**src/rtl/pwm_pkg.sv**
```systemverilog
// pwm_pkg: shared constants and duty arithmetic for the RGB PWM fader
package pwm_pkg;
  localparam int CH_R = 0;
  localparam int CH_G = 1;
  localparam int CH_B = 2;
  function automatic logic [31:0] cnt_max(input int dw);
    return (32'd1 << dw) - 32'd2;
  endfunction
  // One slew step from c toward t, clamped at t; operands are wider than any duty so nothing wraps
  function automatic logic [31:0] slew(input logic [31:0] c, input logic [31:0] t, input logic [31:0] step, input int dw);
    logic [31:0] s;
    s = step & ((32'd1 << dw) - 32'd1);
    s = (s == 32'd0) ? 32'd1 : s;
    return (t > c) ? ((c + s >= t) ? t : c + s) : ((c >= t + s) ? c - s : t);
  endfunction
endpackage

```
**src/rtl/rgb_pwm_fade_if.sv**
```systemverilog
// rgb_pwm_fade_if: valid/ready channel carrying new target duties
interface rgb_pwm_fade_if #(parameter int CH = 3, parameter int DW = 8);
  logic [CH*DW-1:0] duty_in;
  logic duty_valid;
  logic duty_ready;
  modport master(output duty_in, duty_valid, input duty_ready);
  modport slave(input duty_in, duty_valid, output duty_ready);
endinterface

```
**src/rtl/pwm_fade_ch.sv**
```systemverilog
// pwm_fade_ch: one channel's active/shadow duty, slew or jump, and registered output
module pwm_fade_ch import pwm_pkg::*; #(
  parameter int DW = 8,
  parameter bit ACTIVE_HIGH = 1'b1
) (
  input  logic          clk_pwm,
  input  logic          rst_n,
  input  logic          en,
  input  logic          load,
  input  logic          upd,
  input  logic          fade_en,
  input  logic [DW-1:0] duty,
  input  logic [DW-1:0] step,
  input  logic [DW-1:0] cnt,
  output logic          led,
  output logic          at_tgt
);
  logic [DW-1:0] cur, tgt, nxt;
  // next active duty at a boundary, and whether it lands on the target
  always_comb begin
    nxt = upd ? (fade_en ? DW'(slew(32'(cur), 32'(tgt), 32'(step), DW)) : tgt) : cur;
    at_tgt = nxt == tgt;
  end
  // duty registers and the compare output, forced inactive while disabled
  always_ff @(posedge clk_pwm)
    if (!rst_n) begin
      cur <= '0;
      tgt <= '0;
      led <= !ACTIVE_HIGH;
    end else begin
      cur <= nxt;
      if (load) tgt <= duty;
      led <= en ? ((cur > cnt) ~^ ACTIVE_HIGH) : !ACTIVE_HIGH;
    end
endmodule

```
**src/rtl/rgb_pwm_fade.sv**
```systemverilog
// rgb_pwm_fade: multi-channel PWM with prescaler, double-buffered duty update and linear fade
module rgb_pwm_fade import pwm_pkg::*; #(
  parameter int CH = 3,
  parameter int DW = 8,
  parameter int PRE_W = 8,
  parameter bit ACTIVE_HIGH = 1'b1
) (
  input  logic             clk_pwm,
  input  logic             rst_n,
  input  logic             en,
  input  logic [PRE_W-1:0] prescale,
  input  logic             fade_en,
  input  logic [DW-1:0]    fade_step,
  rgb_pwm_fade_if.slave    dif,
  output logic [CH-1:0]    led,
  output logic             period_end,
  output logic             fade_done
);
  localparam logic [DW-1:0] MAX = DW'(cnt_max(DW));
  logic [PRE_W-1:0] pc;
  logic [DW-1:0] cnt;
  logic pending, tick, boundary, accept, upd, done;
  logic [CH-1:0] at_tgt;
  assign tick = en && pc == prescale;
  assign boundary = tick && cnt == MAX;
  assign dif.duty_ready = rst_n && !pending;
  assign accept = dif.duty_valid && dif.duty_ready;
  assign upd = boundary && pending;
  assign done = upd && &at_tgt;
  // prescaler, period counter, pending flag and status pulses
  always_ff @(posedge clk_pwm)
    if (!rst_n) begin
      pc <= '0;
      cnt <= '0;
      pending <= 1'b0;
      period_end <= 1'b0;
      fade_done <= 1'b0;
    end else begin
      pc <= tick ? '0 : en ? pc + 1'b1 : pc;
      cnt <= tick ? (cnt == MAX ? '0 : cnt + 1'b1) : cnt;
      pending <= accept || (pending && !done);
      period_end <= boundary;
      fade_done <= done;
    end
  for (genvar i = 0; i < CH; i++) begin : g_ch
    pwm_fade_ch #(.DW(DW), .ACTIVE_HIGH(ACTIVE_HIGH)) u_ch (
      .clk_pwm, .rst_n, .en, .load(accept), .upd, .fade_en,
      .duty(dif.duty_in[i*DW +: DW]), .step(fade_step), .cnt,
      .led(led[i]), .at_tgt(at_tgt[i])
    );
  end
endmodule
```
**src/flat_wrapper.sv**
```systemverilog
// flat-port wrapper written by rule: the top's interface ports become plain ports
module rgb_pwm_fade_flat import pwm_pkg::*;
#(
  parameter int CH = 3,
  parameter int DW = 8,
  parameter int PRE_W = 8,
  parameter bit ACTIVE_HIGH = 1'b1
)
  (clk_pwm, rst_n, en, prescale, fade_en, fade_step, led, period_end, fade_done, dif_duty_in, dif_duty_valid, dif_duty_ready);
  rgb_pwm_fade_if #(.CH(CH), .DW(DW)) dif_i ();
  input  logic clk_pwm;
  input  logic rst_n;
  input  logic en;
  input  logic [PRE_W-1:0] prescale;
  input  logic fade_en;
  input  logic [DW-1:0] fade_step;
  output logic [CH-1:0] led;
  output logic period_end;
  output logic fade_done;
  input wire logic [$bits(dif_i.duty_in)-1:0] dif_duty_in;
  input wire logic [$bits(dif_i.duty_valid)-1:0] dif_duty_valid;
  output wire logic [$bits(dif_i.duty_ready)-1:0] dif_duty_ready;
  assign dif_i.duty_in = dif_duty_in;
  assign dif_i.duty_valid = dif_duty_valid;
  assign dif_duty_ready = dif_i.duty_ready;
  rgb_pwm_fade #(.CH(CH), .DW(DW), .PRE_W(PRE_W), .ACTIVE_HIGH(ACTIVE_HIGH)) u_core (.clk_pwm(clk_pwm), .rst_n(rst_n), .en(en), .prescale(prescale), .fade_en(fade_en), .fade_step(fade_step), .dif(dif_i), .led(led), .period_end(period_end), .fade_done(fade_done));
endmodule
```
**config.mk**
```make
export PLATFORM = sky130hd
export DESIGN_NAME = rgb_pwm_fade_flat
export DESIGN_NICKNAME = d
export VERILOG_FILES = /design/src/rtl/pwm_pkg.sv /design/src/rtl/rgb_pwm_fade_if.sv /design/src/rtl/pwm_fade_ch.sv /design/src/rtl/rgb_pwm_fade.sv /design/src/flat_wrapper.sv
export SDC_FILE = /design/constraint.sdc
export NUM_CORES = 1
export LEC_CHECK = 0
export BUFFER_PORTS_ARGS = -buffer_cell sky130_fd_sc_hd__buf_2
export CAP_MARGIN = 20
export CELL_PAD_IN_SITES_DETAIL_PLACEMENT = 1
export CELL_PAD_IN_SITES_GLOBAL_PLACEMENT = 2
export CORE_MARGIN = 2
export CORE_UTILIZATION = 35
export DETAILED_ROUTE_END_ITERATION = 8
export HOLD_SLACK_MARGIN = 0.06
export PLACE_DENSITY_LB_ADDON = 0.2
export SYNTH_ARGS = -nofsm -noshare
export SYNTH_HDL_FRONTEND = slang
export SYNTH_SLANG_ARGS = --single-unit
```
**constraint.sdc**
```tcl
create_clock -name clk_pwm -period 4.4 [get_ports clk_pwm]
set_input_delay 0.66 -clock clk_pwm [delete_from_list [all_inputs] [get_ports clk_pwm]]
set_output_delay 0.66 -clock clk_pwm [all_outputs]
set_load 0.03 [all_outputs]
```
* Yosys cells after proc, flatten, opt, wreduce, memory -nomap -nowiden
Index checks and enable logic that the tools add are counted.
** Operators by class
- $add $sub $neg :: 11
- Multipliers :: 0
- Bitwise gates (word level) :: 1
- Shift operators :: 0
- Div/mod/pow operators :: 0
- $lt $le $gt $ge :: 12
- Multiplexer cells :: 17
- Equality and inequality tests :: 5
- Reductions and logical operators :: 14
** Operators with widths (number)
- $mux 8 :: 17
- $add 8x32->32 :: 2
- $ge 32x8->1 :: 2
- $ge 8x32->1 :: 2
- $gt 8x8->1 :: 6
- $add 8x8->9 :: 4
- $eq 8x8->1 :: 4
- $logic_not 32->1 :: 1
- $sub 8x8->8 :: 3
- $add 8x1->8 const B :: 2
- $ge 8x9->1 :: 1
- $ge 9x8->1 :: 1
- $eq 8x8->1 const B :: 1
- $logic_and 1x1->1 :: 7
- $reduce_and 3->1 :: 1
- $logic_not 1->1 :: 2
- $reduce_and 2->1 :: 1
- $reduce_or 2->1 :: 1
- $logic_or 1x1->1 :: 1
- $not 1->1 :: 1
** Word-level totals
- RAM bits :: 0
- Memories :: 0
- Output and inout bits :: 6
- Logic and storage cells :: 74
- Register bits :: 70
- Memory bits (read-only) :: 0
- Latch bits :: 0

* Logic depth before layout (Yosys ltp)
- Depth after elaboration :: 14
- Depth in mapped cells :: 22

* Modules after synthesis
A second synthesis with hierarchy kept.
** Unflattened totals
- Cells, all modules :: 1272
- Area total of the unflattened synthesis :: 10143.5 µm²
** Modules (own cells, without submodules)
- pwm_fade_ch at u_core.g_ch[1].u_ch :: times used 1, cells each 402, area an instance 3101.7 µm², sequential area each 340.3 µm²
- pwm_fade_ch at u_core.g_ch[0].u_ch :: times used 1, cells each 374, area an instance 3031.7 µm², sequential area each 340.3 µm²
- pwm_fade_ch at u_core.g_ch[2].u_ch :: times used 1, cells each 373, area an instance 2955.3 µm², sequential area each 340.3 µm²
- rgb_pwm_fade :: times used 1, cells each 123, area an instance 1054.8 µm², sequential area each 380.4 µm²

* Worst setup path before layout
No wires, ideal clock.
- Kind :: input -> register
- From :: input port fade_step[4]
- To :: register u_core.pending
- Arrival :: 4597 ps
- Buffers on the path :: 1
- Cell stages on the path :: 20
- Setup time :: 138 ps
- Slack :: -335 ps
- Path through :: nor4_1 a41o_1 ha_1 fa_1 nand2b_1 a221oi_1 o21ai_0 xnor2_1 inv_1 ha_1 nand3_1 or4_1 nand3_1 nor2_1 clkbuf_1 o21ai_2 o32ai_1 a211oi_1 and4_1 a31oi_1
** On the way
- Word-level cells in the longest chain between the ends :: 14
** RTL lines
- start, declared :: RTL line flat_wrapper.sv:16 : input logic [DW-1:0] fade_step;
- $logic_not 32->1 :: RTL line pwm_pkg.sv:13 : s = (s == 32'd0) ? 32'd1 : s;
- $mux 8 * :: RTL line pwm_pkg.sv:13
- $add 8x32->32 / $add 8x8->9 (equally long branches) :: RTL line pwm_pkg.sv:14 : return (t > c) ? ((c + s >= t) ? t : c + s) : ((c >= t + s) ? c - s : t);
- $ge 8x32->1, or another cell as far along :: RTL line pwm_pkg.sv:14
- $mux 8 (2 in series) :: RTL line pwm_pkg.sv:14
- $mux 8 (2 in series) :: RTL line pwm_fade_ch.sv:21 : nxt = upd ? (fade_en ? DW'(slew(32'(cur), 32'(tgt), 32'(step), DW)) : tgt) : cur;
- $eq 8x8->1 :: RTL line pwm_fade_ch.sv:22 : at_tgt = nxt == tgt;
- $reduce_and 3->1 * :: RTL line rgb_pwm_fade.sv:29 : assign done = upd && &at_tgt;
- $logic_and 1x1->1 * :: RTL line rgb_pwm_fade.sv:29
- $logic_not 1->1 * :: RTL line rgb_pwm_fade.sv:41 : pending <= accept || (pending && !done);
- $logic_and 1x1->1 * :: RTL line rgb_pwm_fade.sv:41
- $logic_or 1x1->1 * :: RTL line rgb_pwm_fade.sv:41
- end signal, assigned :: RTL line rgb_pwm_fade.sv:41
- end, declared :: RTL line rgb_pwm_fade.sv:22 : logic pending, tick, boundary, accept, upd, done;
Mark *: on every way between the ends. The rest lies on a longest branch, timed or not.
A chain may end at the register's enable or synchronous reset.

* Final worst setup path
- From :: input port fade_step[7]
- To :: register u_core.pending
The elaborated chain is that of the path after synthesis.

==> run summary <==
=====================================================================================
Overall die height                                                           164.7 um
Post-synthesis async set-or-reset flop share                                        0
Mapped Nets                                                                      1353
Clock latency of the later-clocked register in the worst-skew pair            0.37 ns
Outcome                                                                  complete, but fails checks
Headroom to the max-slew limit                                                 0.4800
Cell types with the largest area share after synthesis                   sky130_fd_sc_hd__ha_1 (24%), sky130_fd_sc_hd__dfxtp_1 (16%), sky130_fd_sc_hd__xnor2_1 (5.2%)
Clock-pin slew of the registers on the worst-case setup and hold paths        0.08 ns
Via density                                                                     5.731
Area of the mapped netlist                                               0.009034 mm^2
Initial Util                                                                   0.3577
Type of the worst setup path                                                   in2reg
Most used flip-flop cell after synthesis                                 sky130_fd_sc_hd__dfxtp_1
Synthesis Warnings                                                                  0
Chip width                                                                   164.7 um
Layout Cells excl Fill                                                           1672
Crit Reg-Reg Endpoint                                                    u_core.pending$_SDFF_PN0_
Drt pass-1 iters                                                                    5
Most numerous cell in the Yosys netlist                                  sky130_fd_sc_hd__ha_1
Placed cell count                                                                1626
Detail Placement HPWL                                                        29950 um
IR drop worst, VDD                                                        0.0001447 V
Total stage count of the critical path                                             22
Total CTS buffers                                                                   9
P&R area growth vs syn                                                         31.40%
Max-slew violation total from the final report                                      0
Final hold violation count                                                          0
Delay contributed by the slowest stage of the critical path                   0.51 ns
Cell depth of the worst flop-to-flop path                                          18
Sequence of cells on the critical path                                   buf_6, nor4_4, a41o_4, buf_6, ha_4, fa_2, nand2b_4, a221oi_4, o21ai_2, xnor2_1, inv_1, ha_4, nand3_4, or4_4, nand3_4, nor2_4, buf_6, a32oi_1, o21ai_1, a211oi_2, and4_1, a31oi_1
Sequential cell area fraction in the yosys report                              0.1551
H-tree Lvls                                                                         3
Layout fillers                                                                   3051
Worst hold path type                                                           in2reg
Detailed Route Iter0 Violations                                                   631
Unrepaired setup endpoints after global routing                                   yes
Average instance area after synthesis                                      8.001 um^2
Util after Layout                                                              0.4700
Total Nets Final                                                                 1561
Standard-cell rows                                                                 58
Transition at the pin with the smallest max-transition slack                0.7754 ns
Unique cell type count in the Yosys netlist                                        92
Clock root buffer                                                        sky130_fd_sc_hd__clkbuf_16
Worst setup endpoint                                                     u_core.pending$_SDFF_PN0_
Maximum clock rate                                                          220.7 MHz
Final RePlAce weighted congestion                                              0.9602
Synth Instances                                                                  1129
Leakage power of the design                                               0.005233 uW
Largest net degree at the start of global routing                                  49
Initial antenna violation count                                                     0
Worst Setup Slack, final                                                   -0.1311 ns
Largest buffer count on any clock path                                              2
Required time of the worst setup path                                         4.64 ns
Kind of cell with the highest combined delay on the critical path        simple AND/OR/NAND/NOR gates
CTS sink cnt                                                                       70
DIE AREA                                                                 0.02711 mm^2
Max_cap viols                                                                       0
Final critical path time including I/O delays and setup                      4.531 ns
Fraction of synthesized cell area taken by the top area cell type              0.2355
Final setup skew                                                           0.01135 ns
Hold buffers post-CTS                                                               0
Startpoint of the worst setup timing path                                fade_step[7]
Synthesized flop and latch total                                                   70
Kind of capture point of the worst setup path                                    flop
Slack of the worst reg-to-reg path                                            0.25 ns
PD cells                                                                 213.0 mW/mm^2
Share of cells above drive strength 1                                          0.2802
Bufs and invs on worst path                                                         4
Number of top-level pins                                                           51
Critical path startpoint category                                           input pin
Detail-routed net length per standard cell                                   23.29 um
Via count                                                                        9582
Most frequent cells after synthesis                                      sky130_fd_sc_hd__ha_1 (170), sky130_fd_sc_hd__inv_1 (95), sky130_fd_sc_hd__nor2_1 (89)
Number of enable flip-flop cells after synthesis                                    0
GR Util All Layers                                                             0.2890
Largest fanout on the critical path                                                 6
Routed Wire Length                                                           38940 um
Most used cell, CP                                                       sky130_fd_sc_hd__buf_6
Total of endpoints with negative setup slack in the final report                    3
Critical-path top delay cell                                             sky130_fd_sc_hd__or4_4
Yosys top cell by area                                                   sky130_fd_sc_hd__ha_1
Via count of the first global-routing pass                                       9667
Antenna Cells                                                                       0
TritonCTS clock tree                                                             done
Port Buffers                                                                       50
DRC Markers                                                                         0
Core Footprint                                                           0.02525 mm^2
First-pass GRT wire length                                                   58000 um
Violated checks                                                          setup timing
Signal arrival time at the worst endpoint                                     4.77 ns
Launch point of the worst reg-to-reg path                                u_core.g_ch[0].u_ch.tgt[0]$_SDFFE_PN0P_
Total congestion overflow after global routing                                      0
Period utilization                                                              1.030
Antenna Violating Nets Remaining                                                    0
=====================================================================================
[repair_timing]
action / CTS / global route
buffers inserted: 13 / 17
pin swaps: 22 / 53
resized for setup: 53 / 69
gates cloned: 1 / 0
endpoints found under the setup margin: 11 / 19
[cell usage in the layout (no fill, tap or decap), types with 19 or more instances in the layout]
cell type	synthesis	layout
sky130_fd_sc_hd__nand4_1	21	21
sky130_fd_sc_hd__xor2_1	25	25
sky130_fd_sc_hd__o31ai_1	27	26
sky130_fd_sc_hd__nand2b_1	20	19
sky130_fd_sc_hd__dfxtp_1	70	70
sky130_fd_sc_hd__xnor2_1	54	53
sky130_fd_sc_hd__a211oi_1	31	21
sky130_fd_sc_hd__o21ai_0	62	47
sky130_fd_sc_hd__a21oi_1	80	66
sky130_fd_sc_hd__a21o_1	21	21
sky130_fd_sc_hd__buf_4	6	179
sky130_fd_sc_hd__nor2_1	89	83
sky130_fd_sc_hd__nand2_1	77	75
sky130_fd_sc_hd__inv_1	95	91
sky130_fd_sc_hd__buf_2	6	45
sky130_fd_sc_hd__nor2b_1	22	22
sky130_fd_sc_hd__ha_1	170	163
[per-stage QoR]
step	hold WS [ns]	area [um^2]	TNS, ns	total power [uW]	setup WS [ns]
floorplan	0.4658	9166	-0.1004	1231	-0.06650
global placement	0.4788	10780	-6.197	1587	-0.5663
detailed placement	0.4958	10780	-8.357	1603	-0.6887
CTS	0.4710	11410	-0.07705	2443	-0.04109
global route	0.4911	11870	-1.544	2650	-0.3757
finish	0.4767	11870	-0.2948	2528	-0.1311
[report_power, final]
group | switching (uW) | internal [uW] | total [uW]
Combinational | 588 | 464 | 1050
Clock | 391 | 396 | 788
Sequential | 36.6 | 651 | 688
[cell type report]
class,count,area (um^2),area share
Multi-Input combinational cell,922,7669,0.6460
Timing Repair Buffer,239,1738,0.1464
Sequential cell,70,1401,0.1181
Tap cell,330,412.9,0.03478
Inverter,95,360.3,0.03036
Clock buffer,9,225.2,0.01897
Clock inverter,7,63.81,0.005376
[worst register-to-register path, delay by kind of cell, from the launching register on]
family                   cells  cell delay (ns)
AO/OA/AOI/OAI               11             2.04
XOR/XNOR                     1             0.19
adder cells (fa/ha/maj)      3             0.88
buffers and inverters        1             0.19
flip-flops                   1             0.43
AND/OR/NAND/NOR              2             0.30
[sequential cells by signal (all words and copies together) (netlist names)]
signal	cells
u_core.fade_done	1
u_core.g_ch.u_ch.led	3
u_core.g_ch.u_ch.cur	24
u_core.period_end	1
u_core.pending	1
u_core.cnt	8
u_core.pc	8
u_core.g_ch.u_ch.tgt	24
[worst min path at each step]
stage / slack [ns] / to / from / cells past startpoint
after floorplan: 0.47 / u_core.g_ch[2].u_ch.cur[0]$_SDFF_PN0_ / u_core.g_ch[2].u_ch.cur[0]$_SDFF_PN0_ / 2
after global placement: 0.48 / u_core.cnt[7]$_SDFFE_PN0P_ / u_core.cnt[7]$_SDFFE_PN0P_ / 2
after detailed placement: 0.50 / u_core.g_ch[2].u_ch.cur[1]$_SDFF_PN0_ / u_core.g_ch[2].u_ch.cur[1]$_SDFF_PN0_ / 2
after CTS: 0.47 / u_core.g_ch[0].u_ch.tgt[5]$_SDFFE_PN0P_ / dif_duty_in[5] / 3
after global routing: 0.49 / u_core.g_ch[2].u_ch.tgt[3]$_SDFFE_PN0P_ / dif_duty_in[19] / 3
final: 0.48 / u_core.g_ch[0].u_ch.tgt[5]$_SDFFE_PN0P_ / dif_duty_in[5] / 3
[logic make-up after synthesis]
group / after synthesis / synth area share
compound gates: 357 / 0.2706
xor+xnor: 79 / 0.07659
fa+ha+maj: 179 / 0.2554
buf+inv: 138 / 0.06676
flops: 70 / 0.1551
mux: 6 / 0.006648
simple gates: 300 / 0.1688
[routing by layer]
layer | vias to the layer above | routed length, um | global-route usage
li1 | 4552 | - | -
met1 | 4690 | 17830 | 0.3878
met2 | 256 | 17190 | 0.4633
met3 | 84 | 1979 | 0.03641
met4 | 0 | 1946 | 0.1289
met5 | - | 0 | 0
Note: power is estimated with default switching activity, not from simulation.
